### config.mk
export PLATFORM = sky130hd
export DESIGN_NAME = image_stream_reader
export DESIGN_NICKNAME = d
export VERILOG_FILES = /design/src/rtl/image_stream_reader_pkg.sv /design/src/rtl/image_stream_reader_stream_fifo.sv /design/src/rtl/image_stream_reader.sv
export SDC_FILE = /design/constraint.sdc
export NUM_CORES = 1
export LEC_CHECK = 0
export ABC_AREA = 1
export CAP_MARGIN = 5
export CORE_UTILIZATION = 38
export CTS_CLUSTER_SIZE = 25
export DETAILED_ROUTE_END_ITERATION = 8
export PLACE_DENSITY = 0.63
export SYNTH_ARGS = -nofsm -noshare
export SYNTH_HDL_FRONTEND = slang
export SYNTH_SLANG_ARGS = --single-unit
### constraint.sdc
create_clock -name CLK -period 1.8 [get_ports CLK]
set_input_delay 0.36 -clock CLK [delete_from_list [all_inputs] [get_ports CLK]]
set_output_delay 0.36 -clock CLK [all_outputs]
set_load 0.1 [all_outputs]
### src/rtl/image_stream_reader_pkg.sv
// Shared types and address-map constants for the image stream reader.
package img_stream_pkg;

  typedef enum logic [1:0] {
    IDLE  = 2'd0,
    RUN   = 2'd1,
    DRAIN = 2'd2,
    DONE  = 2'd3
  } state_e;

  localparam logic [2:0] REG_GENERAL = 3'b000;
  localparam logic [2:0] REG_IN0     = 3'b001;
  localparam logic [2:0] REG_IN1     = 3'b010;
  localparam logic [2:0] REG_IN2     = 3'b011;
  localparam logic [2:0] REG_OUT0    = 3'b100;
  localparam logic [2:0] REG_OUT1    = 3'b101;
  localparam logic [2:0] REG_OUT2    = 3'b110;
  localparam logic [2:0] REG_PERIPH  = 3'b111;

  localparam int REGION_LSB = 16;
  localparam int REGION_MSB = 18;

endpackage

### src/rtl/image_stream_reader_stream_fifo.sv
// Small power-of-two FIFO buffering returned pixels ahead of the sink.
module stream_fifo #(
  parameter int WIDTH = 8,
  parameter int DEPTH = 4
) (
  input  logic                     clk_i,
  input  logic                     rst_ni,
  input  logic                     push_i,
  input  logic [WIDTH-1:0]         wdata_i,
  input  logic                     pop_i,
  output logic [WIDTH-1:0]         rdata_o,
  output logic [$clog2(DEPTH):0]   count_o,
  output logic                     empty_o,
  output logic                     full_o
);
  localparam int AW = $clog2(DEPTH);

  logic [WIDTH-1:0] mem_q [DEPTH];
  logic [AW-1:0]    wr_q;
  logic [AW-1:0]    rd_q;
  logic [AW:0]      cnt_q;
  logic             do_push;
  logic             do_pop;

  assign empty_o = (cnt_q == '0);
  assign full_o  = (cnt_q == (AW+1)'(DEPTH));
  assign count_o = cnt_q;
  assign rdata_o = mem_q[rd_q];
  assign do_pop  = pop_i && !empty_o;
  assign do_push = push_i && (!full_o || do_pop);

  always_ff @(posedge clk_i) begin
    if (!rst_ni) begin
      wr_q  <= '0;
      rd_q  <= '0;
      cnt_q <= '0;
    end else begin
      if (do_push) wr_q <= wr_q + AW'(1);
      if (do_pop)  rd_q <= rd_q + AW'(1);
      case ({do_push, do_pop})
        2'b10:   cnt_q <= cnt_q + (AW+1)'(1);
        2'b01:   cnt_q <= cnt_q - (AW+1)'(1);
        default: cnt_q <= cnt_q;
      endcase
    end
  end

  always_ff @(posedge clk_i) begin
    if (do_push) mem_q[wr_q] <= wdata_i;
  end

endmodule

### src/rtl/image_stream_reader.sv
// Reads a run of pixels from one memory region over the shared bus and streams them out.
// Optional IMG_STREAM_CHECKSUM_EN adds checksum_o, the 16-bit sum of accepted pixels.
//
//  state | meaning
//  IDLE  | waiting for start_i
//  RUN   | issuing reads while FIFO credit allows
//  DRAIN | all reads issued, waiting for the last pixel to be accepted
//  DONE  | one-cycle completion pulse
module image_stream_reader
  import img_stream_pkg::*;
#(
  parameter int ADDR_W     = 16,
  parameter int FIFO_DEPTH = 4,
  parameter int RD_LAT     = 1
) (
  input  logic              CLK,
  input  logic              RST,
  input  logic              start_i,
  input  logic [2:0]        region_i,
  input  logic [ADDR_W:0]   count_i,
  output logic [31:0]       mem_addr_o,
  output logic              mem_wren_o,
  input  logic [31:0]       mem_data_i,
  output logic [7:0]        pix_o,
  output logic              pix_valid_o,
  input  logic              pix_ready_i,
  output logic              busy_o,
  output logic              done_o
`ifdef IMG_STREAM_CHECKSUM_EN
  ,output logic [15:0]      checksum_o
`endif
);
  localparam int CNT_W = $clog2(FIFO_DEPTH) + 1;
  localparam logic [ADDR_W:0] CNT_MAX = {1'b1, {ADDR_W{1'b0}}};

  state_e              state_q;
  logic                busy_q;
  logic                done_q;
  logic [2:0]          region_q;
  logic [ADDR_W:0]     rem_q;
  logic [ADDR_W-1:0]   off_q;
  logic [31:0]         addr_q;
  logic [RD_LAT-1:0]   sh_q;

  logic [CNT_W-1:0]    fifo_cnt;
  logic [CNT_W-1:0]    infl;
  logic                fifo_empty;
  logic [7:0]          fifo_head;
  logic                issue;
  logic                push;
  logic                pop;
  logic                last_pop;
  logic [31:0]         addr_nxt;
  logic [ADDR_W:0]     cnt_sat;
  logic                unused_full;
  logic                unused_data;

  assign unused_data = ^mem_data_i[31:8];

  always_comb begin
    infl     = CNT_W'($countones(sh_q));
    issue    = (state_q == RUN) && ((fifo_cnt + infl) < CNT_W'(FIFO_DEPTH));
    push     = sh_q[RD_LAT-1];
    pop      = pix_valid_o && pix_ready_i;
    // all reads are out in DRAIN, so an empty pipe plus one entry is the final pixel
    last_pop = pop && (fifo_cnt == CNT_W'(1)) && (infl == '0);
    addr_nxt = '0;
    addr_nxt[REGION_MSB:REGION_LSB] = region_q;
    addr_nxt[ADDR_W-1:0] = off_q;
    cnt_sat  = (count_i > CNT_MAX) ? CNT_MAX : count_i;
  end

  always_ff @(posedge CLK) begin
    if (!RST) begin
      state_q  <= IDLE;
      busy_q   <= 1'b0;
      done_q   <= 1'b0;
      region_q <= REG_GENERAL;
      rem_q    <= '0;
      off_q    <= '0;
      addr_q   <= '0;
      sh_q     <= '0;
    end else begin
      sh_q <= RD_LAT'({sh_q, issue});
      case (state_q)
        IDLE: begin
          if (start_i) begin
            if (count_i == '0) begin
              state_q <= DONE;
              done_q  <= 1'b1;
            end else begin
              region_q <= region_i;
              rem_q    <= cnt_sat;
              off_q    <= '0;
              state_q  <= RUN;
              busy_q   <= 1'b1;
            end
          end
        end
        RUN: begin
          if (issue) begin
            addr_q <= addr_nxt;
            off_q  <= off_q + ADDR_W'(1);
            rem_q  <= rem_q - (ADDR_W+1)'(1);
            if (rem_q == (ADDR_W+1)'(1)) state_q <= DRAIN;
          end
        end
        DRAIN: begin
          if (last_pop) begin
            state_q <= DONE;
            busy_q  <= 1'b0;
            done_q  <= 1'b1;
          end
        end
        DONE: begin
          state_q <= IDLE;
          done_q  <= 1'b0;
        end
        default: state_q <= IDLE;
      endcase
    end
  end

  stream_fifo #(
    .WIDTH (8),
    .DEPTH (FIFO_DEPTH)
  ) u_fifo (
    .clk_i   (CLK),
    .rst_ni  (RST),
    .push_i  (push),
    .wdata_i (mem_data_i[7:0]),
    .pop_i   (pop),
    .rdata_o (fifo_head),
    .count_o (fifo_cnt),
    .empty_o (fifo_empty),
    .full_o  (unused_full)
  );

  assign mem_addr_o  = addr_q;
  assign mem_wren_o  = 1'b0;
  assign pix_valid_o = !fifo_empty;
  assign pix_o       = fifo_empty ? 8'h00 : fifo_head;
  assign busy_o      = busy_q;
  assign done_o      = done_q;

`ifdef IMG_STREAM_CHECKSUM_EN
  logic [15:0] sum_q;

  always_ff @(posedge CLK) begin
    if (!RST) begin
      sum_q <= '0;
    end else if (state_q == IDLE && start_i) begin
      sum_q <= '0;
    end else if (pop) begin
      sum_q <= sum_q + {8'h00, pix_o};
    end
  end

  assign checksum_o = sum_q;
`endif

endmodule

==> flow_summary_export.csv, run 1 <==
group,metric,value,unit
outcome,status,"finished with violations",
outcome,violations,"negative setup slack",
yosys,synth_ff_type,"dfxtp_1",
job,maxCapViolCount,0,
clocking,clk_pin_slew,0.07,ns
final_layout,final_layout_size_suffix_gt1_frac,0.238,
worst_setup_path,cpMostUsedCell,"nor2_1",
clocking,worstSkewPairLatency,0.34,ns
sta,rsz0062_at_grt,"yes",
detailed_routing,drt_iter0_drc,280,
final_layout,multi_input_area,0.00285,sq mm
worst_setup_path,end_kind,"primary output",
clocking,holdBufCountCts,0,
detailed_routing,routed.top_layer,"met4",
final_layout,fillers,1227,
sta,finalHoldViolCount,0,
final_layout,num_antenna_cells,0,
placement,hpwl,9480,microns
yosys,synth_area_leaders,"dfxtp_1, edfxtp_1, nand2_1",
floorplanning,core,0.0133,sq mm
sta,max_freq,526,MHz
floorplanning,die-area,0.0142,sq mm
grt,grt_max_degree,45,
clocking,cts_tree,"built",
detailed_routing,via_per_inst,4.93,
sta,fin_crit_sh,1.06,
worst_setup_path,required,1.44,ns
worst_setup_path,crit_type,"register to primary output",
yosys,synthCells,706,
clocking,cts_buffers,9,
final_layout,area.growth.synth_to_final,41.6,%
sta,setup_ws,-0.101,ns
detailed_routing,wl_met3,441,microns
final_layout,finish.utilization,0.555,
detailed_routing,ant_nets,0,
grt,grtUsageTotal,0.192,
grt,grt_pass1_vias,4648,
worst_setup_path,startpoint_type,"register",
detailed_routing,post_drt_wl_per_cell,13.7,microns
placement,place.gp.congestion,0.888,
worst_setup_path,cpMaxStageDelayCell,"dfxtp_4",
yosys,syn_area,0.00523,sq mm
power_and_ir_drop,power.total,11.1,mW
power_and_ir_drop,peakVddDrop,0.000835,V
clocking,cts.sinks,101,
floorplanning,dieHeight,119,microns
yosys,synth_cell_types,30,
grt,antenna_found_initial,0,
sta,setup-violations-final,9,
grt,grt_remaining_overflow,0,
hold_path,hold_class,"register to register",
yosys,synthArstFlopShare,0,
yosys,synth_seq_cells,101,
power_and_ir_drop,powerDensity,1490,mW/mm^2
power_and_ir_drop,leakage,2.85,nW
floorplanning,start_util,0.392,
placement,io_buffers,61,
detailed_routing,finalWirelength,13500,microns
yosys,synth_top_cell_area_share,0.264,
detailed_routing,met2_length,6920,microns
final_layout,layout_common_cells,"nand2_1, nor2_1, nand3_1, dfxtp_1, a21oi_1",
worst_setup_path,cp.arrival,1.54,ns
detailed_routing,drc,0,
sta,finClkSkew,0.00450,ns
yosys,yosysTopAreaCell,"dfxtp_1",
floorplanning,row_count,42,
clocking,clock_path_buffers,2,
yosys,synth-seq-area-share,0.448,
worst_setup_path,crit_path_max_incr_delay,0.39,ns
detailed_routing,drt-met1-wl,5850,microns
yosys,synth_edf_count,32,
worst_setup_path,crit_chain,"clkbuf_16 > nor2_1 > nor2_1 > o21ai_1 > a21oi_4 > buf_12",
final_layout,register_area,0.00235,sq mm
final_layout,layout_commonest_cell,"nand2_1",
worst_setup_path,critPathMaxFanout,8,
sta,fin_crit,1.90,ns
sta,finalMaxSlewViolations,0,
detailed_routing,dr_total_vias,4868,
floorplanning,top_level_ports,100,
clocking,htree_levels,3,
final_layout,nets,878,
detailed_routing,dr.pass1.iters,4,
floorplanning,die_x,119,microns
yosys,avgSynthCellArea,7.41,sq um
yosys,ys_warn_count,0,
clocking,cts_root_buf,"clkbuf_16",
grt,grt_first_pass_wirelength,21900,microns
==> power by group <==
part | internal (mW) | switching (mW) | total (mW)
sequential | 2.68 | 0.299 | 2.98
clock | 1.10 | 0.890 | 1.99
combinational | 2.25 | 3.84 | 6.08
==> area by class of cell <==
cell class	instances	share of cell area
tap	176	0.0297
clock buffer	9	0.0304
multi-input combinational	520	0.384
sequential	101	0.317
inverter	55	0.0309
timing repair buffer	118	0.196
clock inverter	7	0.0106
timing repair inverter	1	0.00118
==> through the flow <==
stage                     worst slack, ns  hold slack, ns  cell area (sq um)  setup TNS (ns)  std cells
after floorplan                    -0.197           0.424               5430          -0.220        719
after global placement             -0.255           0.440               6700          -12.78        961
after detailed placement           -0.296           0.440               6700          -16.18        961
after CTS                          -0.141           0.451               7130          -0.770        983
after global routing               -0.153           0.472               7410           -1.32        987
final                              -0.101           0.449               7410          -0.656        987
==> cells in the mapped netlist, types with 4 or more instances <==
| cell type | n |
|---|---|
| a21oi_1 | 64 |
| buf_2 | 4 |
| buf_4 | 20 |
| clkbuf_1 | 15 |
| dfxtp_1 | 69 |
| edfxtp_1 | 32 |
| ha_1 | 16 |
| inv_1 | 50 |
| inv_2 | 5 |
| nand2_1 | 154 |
| nand3_1 | 69 |
| nand4_1 | 8 |
| nor2_1 | 123 |
| nor2_2 | 5 |
| o21ai_0 | 34 |
| o21ai_1 | 7 |
| xnor2_1 | 6 |
| xor2_1 | 11 |
==> per-layer routing <==
metal / vias to the layer above / GRT usage
met5: - / 0
met3: 25 / 0.0273
li1: 2476 / -
met2: 99 / 0.340
met4: 0 / 0.0766
met1: 2268 / 0.234
==> cells by family (layout without fill, tap and decap cells) <==
kind of cell | count (synthesis) | in the layout | share of synthesized area
AOI/OAI and AO/OA | 109 | 109 | 0.107
xor gates and xnor gates | 17 | 17 | 0.0284
adders and majority gates | 16 | 16 | 0.0382
buffers and inverters | 98 | 190 | 0.0870
DFF | 101 | 101 | 0.448
other | 1 | 14 | 0.000717
and+or+nand+nor | 364 | 364 | 0.291
==> flip-flops by register name, summed over array words and instances, names as in the netlist, named ones only <==
name,flops
rem_q,17
off_q,16
done_o,1
u_fifo.count_o,3
push,1
mem_addr_o,19
state_q,2
busy_o,1
u_fifo.mem_q,32
u_fifo.wr_q,2
u_fifo.rd_q,2
region_q,3
==> worst paths after layout <==
path	to	start	cells after the start	slack, ns
max	pix_o[3]	register	6	-0.10
min	region_q[2]	region_q[2]	2	0.45
max reg2reg	u_fifo.count_o[2]	u_fifo.count_o[1]	11	0.08
min reg2reg	region_q[2]	region_q[2]	2	0.45
==> worst max-delay path, delay by kind of cell (launching register included) <==
kind,cells,cell delay [ns]
AOI/OAI and AO/OA,2,0.27
buffers and inverters,2,0.37
DFF,1,0.39
and+or+nand+nor,2,0.16
==> what timing repair did <==
item / 4_1_cts / 5_1_grt
resized for setup: 30 / 73
buffers inserted: 6 / 3
gates cloned: 1 / 2
pin swaps: 2 / 35
setup endpoints to repair: 39 / 42
(Power assumes the default switching activity.)
==> run 2: changes to the inputs <==
Settings changed: SLEW_MARGIN set to 20.
==> results of run 2 <==
Same layout as run 1: the final DEF is identical, and so are final timing and power.
==> run 3: changes to the inputs <==
==> constraint.sdc (replaced) <==
create_clock -name CLK -period 1.8 [get_ports CLK]
set_input_delay 0.54 -clock CLK [delete_from_list [all_inputs] [get_ports CLK]]
set_output_delay 0.54 -clock CLK [all_outputs]
set_load 0.1 [all_outputs]
==> run 3 against run 2 <==
Net effect: the run still ends with negative setup slack left; via count down 0.23%; combinational power is 3% higher; global-route usage down 0.71 points; maximum frequency decreased by 8.3%; flip-flop and latch count unchanged; clock-buffer cell count is 1 higher; wire length grew 1.0%; critical path type unchanged; sequential power hardly changed; hold slack better by 0.0024 ns.
==> flow_summary_export.csv, run 3 (same netlist as run 1, synthesis figures left out) <==
group,metric,value,unit
final_layout,area.growth.synth_to_final,43.2,%
detailed_routing,drt_iter0_drc,275,
sta,setup-violations-final,9,
placement,place_ws,-0.462,ns
sta,max_freq,483,MHz
worst_setup_path,crit_path_max_incr_delay,0.36,ns
final_layout,fillers,1204,
sta,fin_crit_sh,1.15,
clocking,clock_path_buffers,2,
worst_setup_path,cpMostUsedCell,"buf_12",
detailed_routing,post_drt_wl_per_cell,13.8,microns
clocking,holdBufCountCts,0,
final_layout,largest_reg_flops,32,
clocking,clk_pin_slew,0.07,ns
job,maxCapViolCount,0,
grt,antenna_found_initial,0,
clocking,worstSkewPairLatency,0.35,ns
power_and_ir_drop,peakVddDrop,0.000651,V
final_layout,register_area,0.00235,sq mm
floorplanning,start_util,0.392,
power_and_ir_drop,power.total,11.1,mW
floorplanning,dieHeight,119,microns
clocking,htree_levels,3,
sta,finalMaxSlewViolations,0,
detailed_routing,finalWirelength,13700,microns
worst_setup_path,critPathMaxFanout,8,
grt,grt_max_degree,39,
floorplanning,top_level_ports,100,
floorplanning,row_count,42,
clocking,cts_buffers,9,
clocking,cts_root_buf,"clkbuf_16",
clocking,cts.sinks,101,
detailed_routing,drc,0,
clocking,cts_tree,"built",
sta,finClkSkew,0.00381,ns
final_layout,layout_common_cells,"nand2_1, nor2_1, nand3_1, dfxtp_1, a21oi_1",
final_layout,top_register,"u_fifo.mem_q",
placement,io_buffers,61,
final_layout,num_antenna_cells,0,
final_layout,final_layout_size_suffix_gt1_frac,0.248,
final_layout,finish.utilization,0.562,
worst_setup_path,required,1.26,ns
final_layout,layout_commonest_cell,"nand2_1",
grt,grt_first_pass_wirelength,21100,microns
detailed_routing,ant_nets,0,
worst_setup_path,cp.arrival,1.53,ns
power_and_ir_drop,leakage,2.93,nW
worst_setup_path,crit_type,"register to primary output",
final_layout,multi_input_area,0.00291,sq mm
detailed_routing,via_per_inst,4.91,
sta,rsz0062_at_grt,"yes",
placement,hpwl,9450,microns
detailed_routing,dr.pass1.iters,5,
sta,finalHoldViolCount,0,
worst_setup_path,cpMaxStageDelayCell,"dfxtp_2",
detailed_routing,dr_total_vias,4857,
placement,place.gp.congestion,0.892,
floorplanning,die_x,119,microns
sta,setup_ws,-0.272,ns
power_and_ir_drop,powerDensity,1480,mW/mm^2
grt,grt_pass1_vias,4530,
outcome,violations,"negative setup slack",
outcome,status,"finished with violations",
sta,fin_crit,2.07,ns
worst_setup_path,crit_chain,"clkinvlp_4 > buf_12 > nor2_2 > o21ai_1 > a21oi_4 > buf_12",
sta,hold_ws,0.451,ns
grt,grtUsageTotal,0.185,
worst_setup_path,startpoint_type,"register",
floorplanning,die-area,0.0142,sq mm
hold_path,hold_class,"register to register",
final_layout,nets,880,
floorplanning,core,0.0133,sq mm
worst_setup_path,end_kind,"primary output",
grt,grt_remaining_overflow,0,
[run 3: report_power, final]
part           switching, mW  leakage (nW)  internal [mW]
registers              0.313         0.853           2.68
logic                   3.91          1.95           2.37
clock network          0.853         0.130          0.936
[run 3: per-layer routing]
layer / vias up / wire length [microns] / track usage / part of all wire
met2: 117 / 6940 / 0.323 / 0.51
met4: 0 / 189 / 0.0633 / 0.014
met5: - / 0 / 0 / 0
met1: 2257 / 5950 / 0.224 / 0.44
li1: 2470 / - / - / -
met3: 13 / 579 / 0.0402 / 0.042
[run 3: cell type report]
class                   instances  share of cell area
clock inverters                 6             0.00517
inverters                      55              0.0309
multi-input cells             521               0.389
repair buffers                120               0.202
clock buffers                  10              0.0305
flip-flops and latches        101               0.314
well taps                     176              0.0294
[run 3: metrics by stage]
| stage | setup TNS (ns) | instance area (sq um) | std cells |
|---|---|---|---|
| global placement | -25.94 | 6680 | 960 |
| CTS | -2.31 | 7040 | 981 |
| detailed placement | -29.25 | 6680 | 960 |
| global route | -3.12 | 7500 | 989 |
| finish | -2.20 | 7500 | 989 |
| floorplan | -1.32 | 5440 | 719 |
[run 3: worst paths after layout]
kind | from | endpoint | slack (ns) | cells after the start
hold reg to reg | region_q[2] | region_q[2] | 0.45 | 2
setup reg to reg | u_fifo.count_o[1] | u_fifo.count_o[1] | 0.02 | 12
hold / removal | region_q[2] | region_q[2] | 0.45 | 2
setup / recovery | register | pix_o[0] | -0.27 | 6
[run 3: repair_timing]
action	CTS	global route
pin swaps	4	41
cloned	0	4
gates resized for setup	19	106
buffers inserted	5	5
endpoints found under the setup margin	72	49
[run 3: worst max-delay path, delay by kind of cell, from the launching register on]
family / cells / cell delay (ns)
AOI/OAI and AO/OA: 2 / 0.27
DFF: 1 / 0.36
buffers and inverters: 3 / 0.45
and+or+nand+nor: 1 / 0.11
==> edit, RTL diff (settings of run 2) <==
`ADDR_W`: 16 -> 15.
--- a/src/rtl/image_stream_reader.sv
+++ b/src/rtl/image_stream_reader.sv
@@ -9,7 +9,7 @@
 module image_stream_reader
   import img_stream_pkg::*;
 #(
-  parameter int ADDR_W     = 16,
+  parameter int ADDR_W     = 15,
   parameter int FIFO_DEPTH = 4,
   parameter int RD_LAT     = 1
 ) (
Interface: changed (resized count_i); port bits go from 100 to 99. No check against the original RTL was run, so the function may have changed too.
==> edit against run 2 <==
The run still ends with negative setup slack left; cell count is 1.2% lower; count of clock-buffer cells in the layout is 4 higher; critical path depth increased by 1; sequential cell count fell by 3; final area shrank 3.4%; routed wire length fell by 8.7%; combinational power is 11% higher; die area is 0.85% lower; power rose by 6.5%; sequential share of layout area rose by 0.40 points; worst setup slack improved by 44 ps; sequential power barely moved; area after synthesis decreased by 0.86%; via count is 3.7% lower; critical path type unchanged; largest cell class unchanged; largest power group unchanged.
==> edit: results (changes against run 2) <==
Status - finished with violations
Failing checks - negative setup slack
Finished Layout Cells - 975 (-1.2%)
Number of gates resized after cts - 19 (-37%)
Met2 wire length - 6.38 mm (-7.8%)
M3 GR Usage - 2.87% (+0.14 points)
M1 GR Usage - 21.2% (-2.2 points)
Wl on met1 - 5.32 mm (-9.1%)
Final wirelength - 12.3 mm (-8.7%)
Vias - 4689 (-3.7%)
Avg Inst Size Synth - 7.49 sq um (+1.0%)
Hpwl dp - 8.62 mm (-9.1%)
Placed cells - 948 (-1.4%)
GR Util All Layers - 17.6% (-1.6 points)
Top cells by count, synth - 139 x nand2_1, 131 x nor2_1, 66 x dfxtp_1
Post-Route Skew - 8.37 ps (+3.86 ps)
Max reg flops - 32 (unchanged)
Placed inst area - 0.00663 sq mm (-1.0%)
Setup ws final - -56.8 ps (+44.2 ps)
Leak pwr - 2.76 nW (-3.3%)
Postcts setup bufs - 5 (-1)
Clock-pin slew on the worst setup and hold paths - 70 ps (about the same)
Synth area leaders - dfxtp_1 25%, edfxtp_1 19%, nand2_1 10%
Synth Area in Compound Gates - 11.0% (+0.24 points)
Pin count of the biggest net entering global routing - 41 (-8.9%)
R2R Setup Slk - 120 ps (+40 ps)
Adder-Cell Fraction of Synth Area - 4.10% (+0.27 points)
Crit path max fanout - 6 (-2)
Setup TNS - -377 ps (+279 ps)
Final nets - 866 (-1.4%)
Gpl congestion - 0.941 (+6.0%)
Worst Path Arrival - 1500 ps (-40 ps)
DP Worst Slack - -242 ps (+53.8 ps)
Vias in the first global route - 4421 (-4.9%)
Met2 Use GR - 30.2% (-3.7 points)
CTS buffer count - 9 (unchanged)
Largest stage delay on the critical path - 360 ps (-30 ps)
Yosys cell types - 35 (+17%)
Final setup vio count - 9 (unchanged)
Worst R2R End - rem_q[0]$_SDFFE_PN0P_
I/O Buffers - 59 (-3.3%)
R2r startpoint - state_q[0]$_SDFFE_PN0P_
Global-route wire length before repair - 20.0 mm (-8.7%)
DRT iter0 DRCs - 305 (+8.9%)
Share of layout cells above drive strength 1 - 19.3% (-4.5 points)
-- edit: cell types whose count changed after synthesis, moves of 4 or more --
cell	run 2	this run
nand3_1	69	58
a21oi_1	64	57
nand3_2	0	4
nand2_1	154	139
xor2_1	11	7
nor2_1	123	131
buf_6	1	6
o21ai_0	34	45
o21bai_1	0	4
o21ai_1	7	1
-- edit: logic make-up after synthesis --
family | count (synthesis)
AOI/OAI and AO/OA | 110
buffers and inverters | 96
and+or+nand+nor | 360
other | 1
xor gates and xnor gates | 11
DFF | 98
adders and majority gates | 17
-- edit: critical path: cells and delay by family, from the launching register on --
family	cells	cell delay, ps
DFF	1	360
AOI/OAI and AO/OA	1	140
buffers and inverters	4	450
adders and majority gates	1	150
and+or+nand+nor	1	50
-- edit: worst min-delay path by stage --
stage,from,end,cells after the start,slack (ps)
finish,region_q[0]$_SDFFE_PN0P_,region_q[0]$_SDFFE_PN0P_,2,450
global placement,region_q[0]$_SDFFE_PN0P_,region_q[0]$_SDFFE_PN0P_,2,440
CTS,region_q[0]$_SDFFE_PN0P_,region_q[0]$_SDFFE_PN0P_,2,450
detailed placement,region_q[0]$_SDFFE_PN0P_,region_q[0]$_SDFFE_PN0P_,2,440
global route,region_q[0]$_SDFFE_PN0P_,region_q[0]$_SDFFE_PN0P_,2,470
floorplan,region_q[0]$_SDFFE_PN0P_,region_q[0]$_SDFFE_PN0P_,2,420
-- edit: cell type report --
class	instances	area [sq um]
fill	1228	6140
multi-input combinational	513	2650
sequential	98	2300
timing repair buffer	118	1450
clock buffer	13	272
tap	176	220
inverter	54	216
clock inverter	3	45.0
-- edit: report_power, final --
group	switching [mW]	leakage (nW)	internal [mW]
Sequential	0.333	0.829	2.64
Combinational	4.13	1.77	2.65
Clock	0.817	0.155	1.21
